**config.mk**
```make
export PLATFORM = sky130hd
export DESIGN_NAME = lsu_mem_port
export DESIGN_NICKNAME = d
export VERILOG_FILES = /design/src/rtl/lsu_mem_port.sv
export SDC_FILE = /design/constraint.sdc
export NUM_CORES = 1
export LEC_CHECK = 0
export BUFFER_PORTS_ARGS = -buffer_cell sky130_fd_sc_hd__buf_2
export CORE_UTILIZATION = 58
export CTS_CLUSTER_DIAMETER = 40
export DETAILED_ROUTE_END_ITERATION = 12
export GPL_TIMING_DRIVEN = 0
export PLACE_DENSITY = 0.87
export SYNTH_ARGS = -nofsm -noshare
export SYNTH_HDL_FRONTEND = slang
export SYNTH_SLANG_ARGS = --single-unit
```
**constraint.sdc**
```tcl
create_clock -name clk_i -period 7.5 [get_ports clk_i]
set_input_delay 0.75 -clock clk_i [delete_from_list [all_inputs] [get_ports clk_i]]
set_output_delay 0.75 -clock clk_i [all_outputs]
set_load 0.01 [all_outputs]
```
**src/rtl/lsu_mem_port.sv**
```systemverilog
// rtl/lsu_mem_port.sv - load/store unit bridging the control FSM to a word-wide single-port memory
// Define LSU_MISALIGN_TRAP_EN to trap misaligned H/W accesses; otherwise they are force-aligned.
module lsu_mem_port #(
  parameter int byte_addr_p = 12
) (
  input  logic                   clk_i,
  input  logic                   rst_i,
  input  logic                   req_i,
  input  logic                   we_i,
  input  logic [2:0]             funct3_i,
  input  logic [byte_addr_p-1:0] addr_i,
  input  logic [31:0]            wdata_i,
  output logic                   ready_o,
  output logic                   done_o,
  output logic                   err_o,
  output logic [31:0]            rdata_o,
  output logic [byte_addr_p-3:0] mem_addr_o,
  output logic                   mem_rd_en_o,
  output logic                   mem_wr_en_o,
  output logic [31:0]            mem_wdata_o,
  input  logic [31:0]            mem_rdata_i
);

  typedef enum logic [2:0] {IDLE, READ, CAPTURE, WRITE, DONE} state_t;

  state_t      state;
  logic        store_q;
  logic [2:0]  funct3_q;
  logic [1:0]  lane_q;
  logic [15:0] wdata_q;

  logic illegal;
  logic req_err;
  logic word_store;

  always_comb begin
    illegal    = (funct3_i == 3'b011) || (funct3_i[2:1] == 2'b11) || (we_i && funct3_i[2]);
    word_store = we_i && (funct3_i[1:0] == 2'b10);
`ifdef LSU_MISALIGN_TRAP_EN
    req_err = illegal
           || ((funct3_i[1:0] == 2'b01) && addr_i[0])
           || ((funct3_i[1:0] == 2'b10) && (addr_i[1:0] != 2'b00));
`else
    // Force-alignment falls out naturally: W ignores addr[1:0], H selects its lane with addr[1] only.
    req_err = illegal;
`endif
  end

  function automatic logic [31:0] load_ext(input logic [2:0] f3, input logic [1:0] lane,
                                           input logic [31:0] w);
    logic [7:0]  b;
    logic [15:0] h;
    b = w[{lane, 3'b000} +: 8];
    h = lane[1] ? w[31:16] : w[15:0];
    case (f3[1:0])
      2'b00:   load_ext = {{24{b[7] & ~f3[2]}}, b};
      2'b01:   load_ext = {{16{h[15] & ~f3[2]}}, h};
      default: load_ext = w;
    endcase
  endfunction

  function automatic logic [31:0] store_merge(input logic half, input logic [1:0] lane,
                                              input logic [15:0] d, input logic [31:0] w);
    store_merge = w;
    if (half) store_merge[{lane[1], 4'b0000} +: 16] = d;
    else      store_merge[{lane, 3'b000} +: 8]      = d[7:0];
  endfunction

  always_ff @(posedge clk_i or posedge rst_i) begin
    if (rst_i) begin
      state       <= IDLE;
      err_o       <= 1'b0;
      rdata_o     <= '0;
      mem_addr_o  <= '0;
      mem_wdata_o <= '0;
      store_q     <= 1'b0;
      funct3_q    <= '0;
      lane_q      <= '0;
      wdata_q     <= '0;
    end else begin
      case (state)
        IDLE: begin
          if (req_i) begin
            store_q    <= we_i;
            funct3_q   <= funct3_i;
            lane_q     <= addr_i[1:0];
            wdata_q    <= wdata_i[15:0];
            mem_addr_o <= addr_i[byte_addr_p-1:2];
            if (req_err) begin
              err_o <= 1'b1;
              state <= DONE;
            end else if (word_store) begin
              mem_wdata_o <= wdata_i;
              state       <= WRITE;
            end else begin
              state <= READ;
            end
          end
        end
        READ: state <= CAPTURE;
        CAPTURE: begin
          // Sub-word stores merge into the word just read; loads extend it.
          if (store_q) begin
            mem_wdata_o <= store_merge(funct3_q[0], lane_q, wdata_q, mem_rdata_i);
            state       <= WRITE;
          end else begin
            rdata_o <= load_ext(funct3_q, lane_q, mem_rdata_i);
            state   <= DONE;
          end
        end
        WRITE: state <= DONE;
        DONE: begin
          err_o <= 1'b0;
          state <= IDLE;
        end
        default: state <= IDLE;
      endcase
    end
  end

  assign ready_o     = (state == IDLE);
  assign done_o      = (state == DONE);
  assign mem_rd_en_o = (state == READ);
  assign mem_wr_en_o = (state == WRITE);

endmodule

```
==> results of run 1 <==
==> state kept, by name, summed over array words and instances (netlist names) <==
register,cells
err_o,1
funct3_q,3
mem_wdata_o,32
store_q,1
lane_q,2
state,3
wdata_q,16
rdata_o,32
mem_addr_o,10
==> logic make-up after synthesis <==
| logic type | count (synthesis) |
|---|---|
| buffers and inverters | 73 |
| multiplexers | 67 |
| flip-flops | 100 |
| adder cells (fa/ha/maj) | 5 |
| AND/OR/NAND/NOR | 266 |
| AO/OA/AOI/OAI | 163 |
==> synth_stat cells, drive strengths merged (2+ instances only) <==
library cell / n
dfrtp: 100
nand2: 81
o21ai: 65
nor2: 48
nand3: 46
clkbuf: 40
mux2i: 38
mux2: 29
nor2b: 28
a31oi: 24
o311ai: 24
buf: 19
a21oi: 17
nand3b: 17
inv: 14
o22a: 13
nor3: 12
a221o: 8
and3: 8
nand2b: 6
nor4bb: 6
ha: 5
and2: 4
a22oi: 3
o211ai: 3
a21o: 2
or2: 2
==> layout make-up <==
cell class	count	area, µm²
multi-input combinational	501	3190
fill	786	2730
sequential	100	2500
timing repair buffer	162	833
buffer	59	268
tap	133	166
clock buffer	11	131
inverter	14	55.1
clock inverter	5	42.5
==> worst paths after layout <==
kind | cells past startpoint | end | slack [ns]
max reg2reg | 10 | mem_wdata_o[16] | 3.94
min reg2reg | 2 | rdata_o[23] | 0.49
min in group clk_i | 2 | rdata_o[23] | 0.49
max in group asynchronous | 3 | wdata_q[9] | 6.41
max | 10 | mem_wdata_o[16] | 3.94
min | 2 | rdata_o[9] | 0.40
==> per-stage QoR <==
step,hold WS [ns],cell area (µm²),worst slack [ns]
after floorplan,0.501,6010,4.13
after global placement,0.469,6980,3.18
after detailed placement,0.477,7010,4.11
after CTS,0.413,7180,4.10
after global routing,0.436,7180,3.80
final,0.400,7180,3.94
==> report_power, final <==
group / internal (W) / total (W) / switching [W]
Sequential: 0.000801 / 0.00101 / 0.000210
Combinational: 0.000659 / 0.00163 / 0.000971
Clock: 0.000125 / 0.000328 / 0.000202
Total: 0.00159 / 0.00297 / 0.00138
==> worst reg2reg max path, cell delays in order, from the launching register on <==
cell and delay, ns:
dfrtp_1 0.39, clkbuf_1 0.35, clkbuf_1 0.44, inv_1 0.19, ha_1 0.36, or3b_2 0.21, clkbuf_1 0.27, buf_2 0.28
nor2_1 0.07, o311ai_0 0.67, a31oi_1 0.17
==> metal layers <==
layer,up-vias,part of all wire,GRT usage
li1,2774,-,-
met5,-,0,0
met3,55,0.082,0.0906
met1,2922,0.42,0.517
met4,0,0.043,0.185
met2,327,0.45,0.586
==> results.toml, run 1 <==
[synthesis]
yosysUniqueCellTypes = 46
synth_xor_area_frac = 0
synth_area_um2 = 6010
synth_mux_area_frac = 0.118
yosysTopAreaCell = "dfrtp_1"
ys.flop_type = "dfrtp_1"
syn_area_per_cell_um2 = 8.91
ys_async_sr_fraction = 1.00
synth_edf_count = 0
synth_warnings = 0
syn_inst = 674
synthTopCellsByArea = "dfrtp_1 42%, mux2i_1 6.3%, mux2_2 5.4%"
synth-seq-area-share = 0.416
synth.net_count = 762
synth_top_area_share = 0.416
yosys_register_bits = 100
synth_top_family_by_area = "simple AND/OR/NAND/NOR gates"
synth-simple-area-share = 0.225
synth_compound_area_frac = 0.177
synthAdderAreaFrac = 0.0104

[critical_path]
critPathMaxFanout = 10
max_stage_delay_ns = 0.67
critPathSlowestCell = "o311ai_0"
cp_common_cell = "clkbuf_1"
path_cells = "clkbuf_1 -> clkbuf_1 -> inv_1 -> ha_1 -> or3b_2 -> clkbuf_1 -> buf_2 -> nor2_1 -> o311ai_0 -> a31oi_1"
cp_data_arrival_time_ns = 3.81
worstSetupStartpoint = "lane_q[0]"
worstSetupStartpointType = "register"
cp-end-kind = "register"
r2r_start = "lane_q[0]"
path_class = "register to register"
crit_family = "buffers and inverters"
crit_buf_inv = 5
required_ns = 7.75

[drt]
route.vias.total = 6078
drt_iter0_markers = 401
routed_via_density = 6.17
route.antenna.remaining_nets = 0
post_drt_wl_per_cell_um = 20.2
drt-total-wl_um = 19900
firstDrtPassIters = 5
drc = 0

[cts]
path_clk_slew_ns = 0.11
clk_path_buf_depth = 2
post_cts_buffers = 0
post_cts_resized = 0
cts_buffers = 9
postCtsHoldBufs = 0
insertion_delay_ns = 0.40
htree_num_levels = 3
cts-root-buf = "clkbuf_8"
cts_sinks = 100
tritoncts = "done"

[global_route]
first_global_vias = 5863
grt_first_pass_wirelength_um = 31700
grt_use_total = 0.384
grt_max_degree = 60
grt-ovfl-total = 0
antenna_found_initial = 0

[power]
ir_drop_mv = 0.266
p_leak_nw = 3.25
power_density_nw_per_um2 = 413
finalPower_w = 0.00297

[cells_and_area]
synthToLayoutAreaGrowth_pct = 19.6
drive_above_1_share = 0.271
final_util = 0.725
layout_commonest_cell = "buf_2"
layout_common_cells = "174 x buf_2, 100 x dfrtp_1, 81 x nand2_1, 64 x o21ai_0, 48 x nor2_1"
nets = 935
finalNonFillerCells = 985
n_antenna_cell = 0

[timing]
max_slew_margin = 0.491
tightest_slew_ns = 0.753
slew_viol_final = 0
timing_hold_violations_final = 0
setup_violations = 0
setup_tns_ns = 0
fin_crit_ns = 3.56
rsz0062_at_grt = "false"
max_freq_ghz = 0.281
clock_skew_ns = 0.0149
fin_crit_sh = 0.475

[floorplanning]
die-width_um = 104
coreArea_um2 = 9910
fp.dieH_um = 104
row_count = 36
num_io_pins = 162
start_util = 0.606
die_area_um2 = 10800

[place]
dp_hpwl_um = 15200
dp_cells = 969
gp_congestion = 0.952
io_buffers = 161

[min_path]
hp-class = "input port to asynchronous set/reset pin"

[status]
status = "completed"

[job]
max-cap-violations = 0
No activity file was read; power rests on OpenSTA's default activity.
==> run 2: changes to the inputs <==
--- a/config.mk
+++ b/config.mk
@@ -6,11 +6,11 @@
 export NUM_CORES = 1
 export LEC_CHECK = 0
 export BUFFER_PORTS_ARGS = -buffer_cell sky130_fd_sc_hd__buf_2
-export CORE_UTILIZATION = 58
+export CORE_UTILIZATION = 53
 export CTS_CLUSTER_DIAMETER = 40
 export DETAILED_ROUTE_END_ITERATION = 12
 export GPL_TIMING_DRIVEN = 0
-export PLACE_DENSITY = 0.87
+export PLACE_DENSITY = 0.8
 export SYNTH_ARGS = -nofsm -noshare
 export SYNTH_HDL_FRONTEND = slang
 export SYNTH_SLANG_ARGS = --single-unit
==> constraint.sdc (replaced) <==
create_clock -name clk_i -period 3.36 [get_ports clk_i]
set_input_delay 0.336 -clock clk_i [delete_from_list [all_inputs] [get_ports clk_i]]
set_output_delay 0.336 -clock clk_i [all_outputs]
set_load 0.01 [all_outputs]
==> run 2 against run 1 <==
Effect of this change: first-iteration DRC count grew 34%; clock power grew to 3.6 times the previous value; critical path depth is the same; combinational power grew 120%; critical endpoint is now mem_wdata_o[15]; die area grew 9.2%; register-to-register slack lost 3.7 ns.
==> results.toml, run 2 (synthesized netlist as in run 1, its figures left out) <==
[status]
status = "completed"

[cts]
cts-root-buf = "clkbuf_16"
path_clk_slew_ns = 0.07
htree_num_levels = 3
clk_path_buf_depth = 2
cts_buffers = 9
tritoncts = "done"
cts_sinks = 100
insertion_delay_ns = 0.35
postCtsHoldBufs = 0

[critical_path]
cp_data_arrival_time_ns = 3.35
path_cells = "clkbuf_1 -> clkbuf_2 -> inv_1 -> ha_1 -> or3b_2 -> clkbuf_1 -> buf_2 -> nor2_1 -> o311ai_0 -> a31oi_1"
worstSetupStartpointType = "register"
reg2regPathDepth = 10
required_ns = 3.57
path_class = "register to register"
r2r_start = "lane_q[0]"
cp_common_cell = "clkbuf_1"
critPathSlowestCell = "o311ai_0"
crit_family = "buffers and inverters"
ff2ff_setup_slack_ns = 0.22
crit_buf_inv = 5
cp-end-kind = "register"
max_stage_delay_ns = 0.54
critPathMaxFanout = 10
reg2reg_to = "mem_wdata_o[15]"

[global_route]
antenna_found_initial = 0
grt_max_degree = 61
grt_use_total = 0.353
grt_first_pass_wirelength_um = 31200
grt-ovfl-total = 0
first_global_vias = 5843

[drt]
drt-total-wl_um = 20300
post_drt_wl_per_cell_um = 20.4
drc = 0
drt_iter0_markers = 536
route.vias.total = 6140
route.antenna.remaining_nets = 0
routed_via_density = 6.19
firstDrtPassIters = 5

[cells_and_area]
drive_above_1_share = 0.273
largestRegisters = "mem_wdata_o (32), rdata_o (32), wdata_q (16)"
layout_common_cells = "174 x buf_2, 100 x dfrtp_1, 81 x nand2_1, 64 x o21ai_0, 48 x nor2_1"
layout_commonest_cell = "buf_2"
n_antenna_cell = 0
nets = 935
fillerInstances = 937
finalNonFillerCells = 992
final_util = 0.673
fin_area_um2 = 7350
synthToLayoutAreaGrowth_pct = 22.4

[floorplanning]
row_count = 38
fp.dieH_um = 108
coreArea_um2 = 10900
start_util = 0.549
num_io_pins = 162
die-width_um = 108
die_area_um2 = 11800

[place]
io_buffers = 161
dp_hpwl_um = 15300
gp_congestion = 0.931
place_area_um2 = 7020
dp_cells = 976

[timing]
fin_crit_sh = 0.936
timing_hold_violations_final = 0
tightest_slew_ns = 0.595
slew_viol_final = 0
rsz0062_at_grt = "false"
max_freq_ghz = 0.318
fin_crit_ns = 3.14
clock_skew_ns = 0.00988
max_slew_margin = 0.601
setup_violations = 0

[power]
power_density_nw_per_um2 = 965
ir_drop_mv = 0.438
finalPower_w = 0.00710
p_leak_nw = 3.33

[job]
max-cap-violations = 0

[min_path]
hp-class = "input port to asynchronous set/reset pin"
run 2: cell count changes in the layout (fill, tap and decap cells not counted):
cell	delta
clkbuf_16	+9
clkbuf_1	-2
clkbuf_8	-7
clkinvlp_4	-1
o311ai_1	+4
clkbuf_2	+1
clkinv_4	-1
o311ai_0	-4
bufinv_16	+2
inv_6	-1
run 2: timing repair:
item,CTS,global route
setup buffers,0,0
setup endpoints to repair,0,11
gates resized for setup,0,6
run 2: through the flow:
step	hold slack [ns]	TNS (ns)	setup WS, ns
after floorplan	0.453	0	0.405
after CTS	0.0558	0	0.0263
after global placement	0.471	-63.68	-0.646
after global routing	0.0722	0	0.0547
final	0.0433	0	0.217
after detailed placement	0.426	0	0.0437
run 2: worst register-to-register path: cells and delay by family, from the launching register on:
family	cells	cell delay, ns
adder cells (fa/ha/maj)	1	0.34
AO/OA/AOI/OAI	2	0.69
flip-flops	1	0.37
buffers and inverters	5	1.33
AND/OR/NAND/NOR	2	0.29
run 2: area by class of cell:
cell class,count,area [µm²],area share
repair buffers,162,833,0.113
clock inverters,4,77.6,0.0105
inverters,14,55.1,0.00749
flip-flops and latches,100,2500,0.340
plain buffers,59,269,0.0366
multi-input cells,501,3190,0.433
well taps,140,175,0.0238
clock buffers,12,256,0.0349
run 2: power breakdown:
| part | internal, W | switching [W] | leakage [nW] |
|---|---|---|---|
| Clock | 0.000700 | 0.000480 | 0.164 |
| Sequential | 0.00179 | 0.000480 | 1.17 |
| Combinational | 0.00147 | 0.00217 | 2.00 |
run 2: worst max path at each step:
stage,cells past startpoint,to,start
after floorplan,1,err_o,rst_i
after global placement,2,mem_wdata_o[10],rst_i
after detailed placement,10,mem_wdata_o[16],lane_q[0]
after CTS,10,mem_wdata_o[16],lane_q[0]
after global routing,10,mem_wdata_o[13],lane_q[0]
final,10,mem_wdata_o[15],lane_q[0]
run 2: layer usage:
metal  GRT usage  up-vias  share of wire
met4       0.148        0          0.038
met2       0.559      314           0.47
met5           0        -              0
met3      0.0675       53          0.071
li1            -     2770              -
met1       0.471     3003           0.42
==> run 3: changes to the inputs <==
--- a/config.mk
+++ b/config.mk
@@ -6,11 +6,12 @@
 export NUM_CORES = 1
 export LEC_CHECK = 0
 export BUFFER_PORTS_ARGS = -buffer_cell sky130_fd_sc_hd__buf_2
-export CORE_UTILIZATION = 53
+export CORE_UTILIZATION = 55
+export CTS_BUF_LIST = sky130_fd_sc_hd__clkbuf_8
 export CTS_CLUSTER_DIAMETER = 40
 export DETAILED_ROUTE_END_ITERATION = 12
 export GPL_TIMING_DRIVEN = 0
-export PLACE_DENSITY = 0.8
+export PLACE_DENSITY = 0.83
 export SYNTH_ARGS = -nofsm -noshare
 export SYNTH_HDL_FRONTEND = slang
 export SYNTH_SLANG_ARGS = --single-unit
==> run 3 against run 2 <==
Effect of this change: the run now ends with negative hold slack left; routed wire length fell by 1.0%; critical path depth unchanged; worst setup slack better by 0.068 ns; register-to-register slack better by 0.07 ns; largest power group unchanged; non-clock buffer count is 1 lower; largest cell class unchanged; first-iteration DRC count rose by 14%; sequential power is essentially flat.
==> results.toml, run 3 (synthesized netlist as in run 1, its figures left out) <==
[status]
status = "finished with violations"
violations = "negative hold slack"

[floorplanning]
start_util = 0.574
die-width_um = 107
row_count = 37
num_io_pins = 162
die_area_um2 = 11300
fp.dieH_um = 107
coreArea_um2 = 10500

[drt]
routed_via_density = 6.24
drc = 0
post_drt_wl_per_cell_um = 20.3
route.vias.total = 6151
drt-total-wl_um = 20100
route.antenna.remaining_nets = 0
firstDrtPassIters = 5
drt_iter0_markers = 611

[cells_and_area]
synthToLayoutAreaGrowth_pct = 20.2
layout_commonest_cell = "buf_2"
final_util = 0.691
layout_common_cells = "174 x buf_2, 100 x dfrtp_1, 81 x nand2_1, 64 x o21ai_0, 48 x nor2_1"
n_antenna_cell = 0
drive_above_1_share = 0.274
largestRegisters = "mem_wdata_o (32), rdata_o (32), wdata_q (16)"
fin_area_um2 = 7220
nets = 934

[cts]
cts-root-buf = "clkbuf_8"
tritoncts = "done"
post_cts_buffers = 0
cts_buffers = 9
post_cts_resized = 2
postCtsHoldBufs = 0
htree_num_levels = 3
cts_sinks = 100
insertion_delay_ns = 0.39
path_clk_slew_ns = 0.10
clk_path_buf_depth = 2

[min_path]
hp-class = "input port to asynchronous set/reset pin"

[critical_path]
required_ns = 3.62
cp-end-kind = "register"
cp_data_arrival_time_ns = 3.33
critPathMaxFanout = 10
worstSetupStartpointType = "register"
ff2ff_setup_slack_ns = 0.28
path_class = "register to register"
reg2regPathDepth = 10

[timing]
max_slew_margin = 0.541
clock_skew_ns = 0.0104
slew_viol_final = 0
holdWs_ns = -0.0140
fin_crit_ns = 3.08
setup_violations = 0
fin_ws_ns = 0.284
rsz0062_at_grt = "false"
fin_crit_sh = 0.915
tightest_slew_ns = 0.686
timing_hold_violations_final = 8
max_freq_ghz = 0.325

[place]
dp_hpwl_um = 15200
gp_congestion = 0.963
place_area_um2 = 7010
dpl_worst_slack_ns = -0.0324
io_buffers = 161

[power]
ir_drop_mv = 0.484
p_leak_nw = 3.27
power_density_nw_per_um2 = 938
finalPower_w = 0.00677

[global_route]
grt_first_pass_wirelength_um = 31500
grt_use_total = 0.364
grt-ovfl-total = 0
first_global_vias = 5861
grt_max_degree = 59
antenna_found_initial = 1

[job]
max-cap-violations = 0
[run 3: cell count changes in the layout (fill, tap and decap cells not counted), sizes merged]
cell | previous run | this run
clkinv | 0 | 2
clkbuf | 52 | 48
clkinvlp | 0 | 1
inv | 16 | 15
[run 3: per-layer routing]
metal | wire [µm] | part of all wire | track usage
met5 | 16 | 0.00080 | 0
met4 | 772 | 0.038 | 0.176
met3 | 1650 | 0.082 | 0.0644
met2 | 9250 | 0.46 | 0.560
met1 | 8380 | 0.42 | 0.497
[run 3: cell type report]
class	instances	area, µm²
buffer	58	265
clock buffer	9	124
clock inverter	6	88.8
fill	860	3240
inverter	14	55.1
multi-input combinational	501	3190
sequential	100	2500
tap	136	170
timing repair buffer	162	833
[run 3: per-stage QoR]
| step | std cells | TNS [ns] |
|---|---|---|
| 3_3_place_gp | 971 | -61.93 |
| 2_1_floorplan | 674 | 0 |
| 4_1_cts | 987 | 0 |
| 6_report | 986 | 0 |
| 5_1_grt | 986 | 0 |
| 3_5_place_dp | 972 | -0.0601 |
[run 3: path summary, 6_finish.rpt]
path,from,to
min in group clk_i,addr_i[0],lane_q[0]
max in group asynchronous,rst_i,funct3_q[0]
hold reg to reg,rdata_o[16],rdata_o[16]
setup / recovery,lane_q[1],mem_wdata_o[17]
hold / removal,rst_i,rdata_o[2]
setup reg to reg,lane_q[1],mem_wdata_o[17]
[run 3: power by group]
group          internal (W)  leakage, nW  total, W  switching [W]
Clock              0.000418        0.107  0.000864       0.000446
Combinational       0.00147         1.99   0.00363        0.00216
Sequential          0.00179         1.17   0.00228       0.000496
[run 3: critical path, cell delays in order, from the launching register on]
cell and delay, ns:
dfrtp_1 0.39, buf_4 0.20, buf_2 0.29, inv_1 0.20
ha_1 0.35, or3b_2 0.22, clkbuf_1 0.28, buf_2 0.30
nor2_1 0.07, o311ai_0 0.49, a31oi_1 0.17
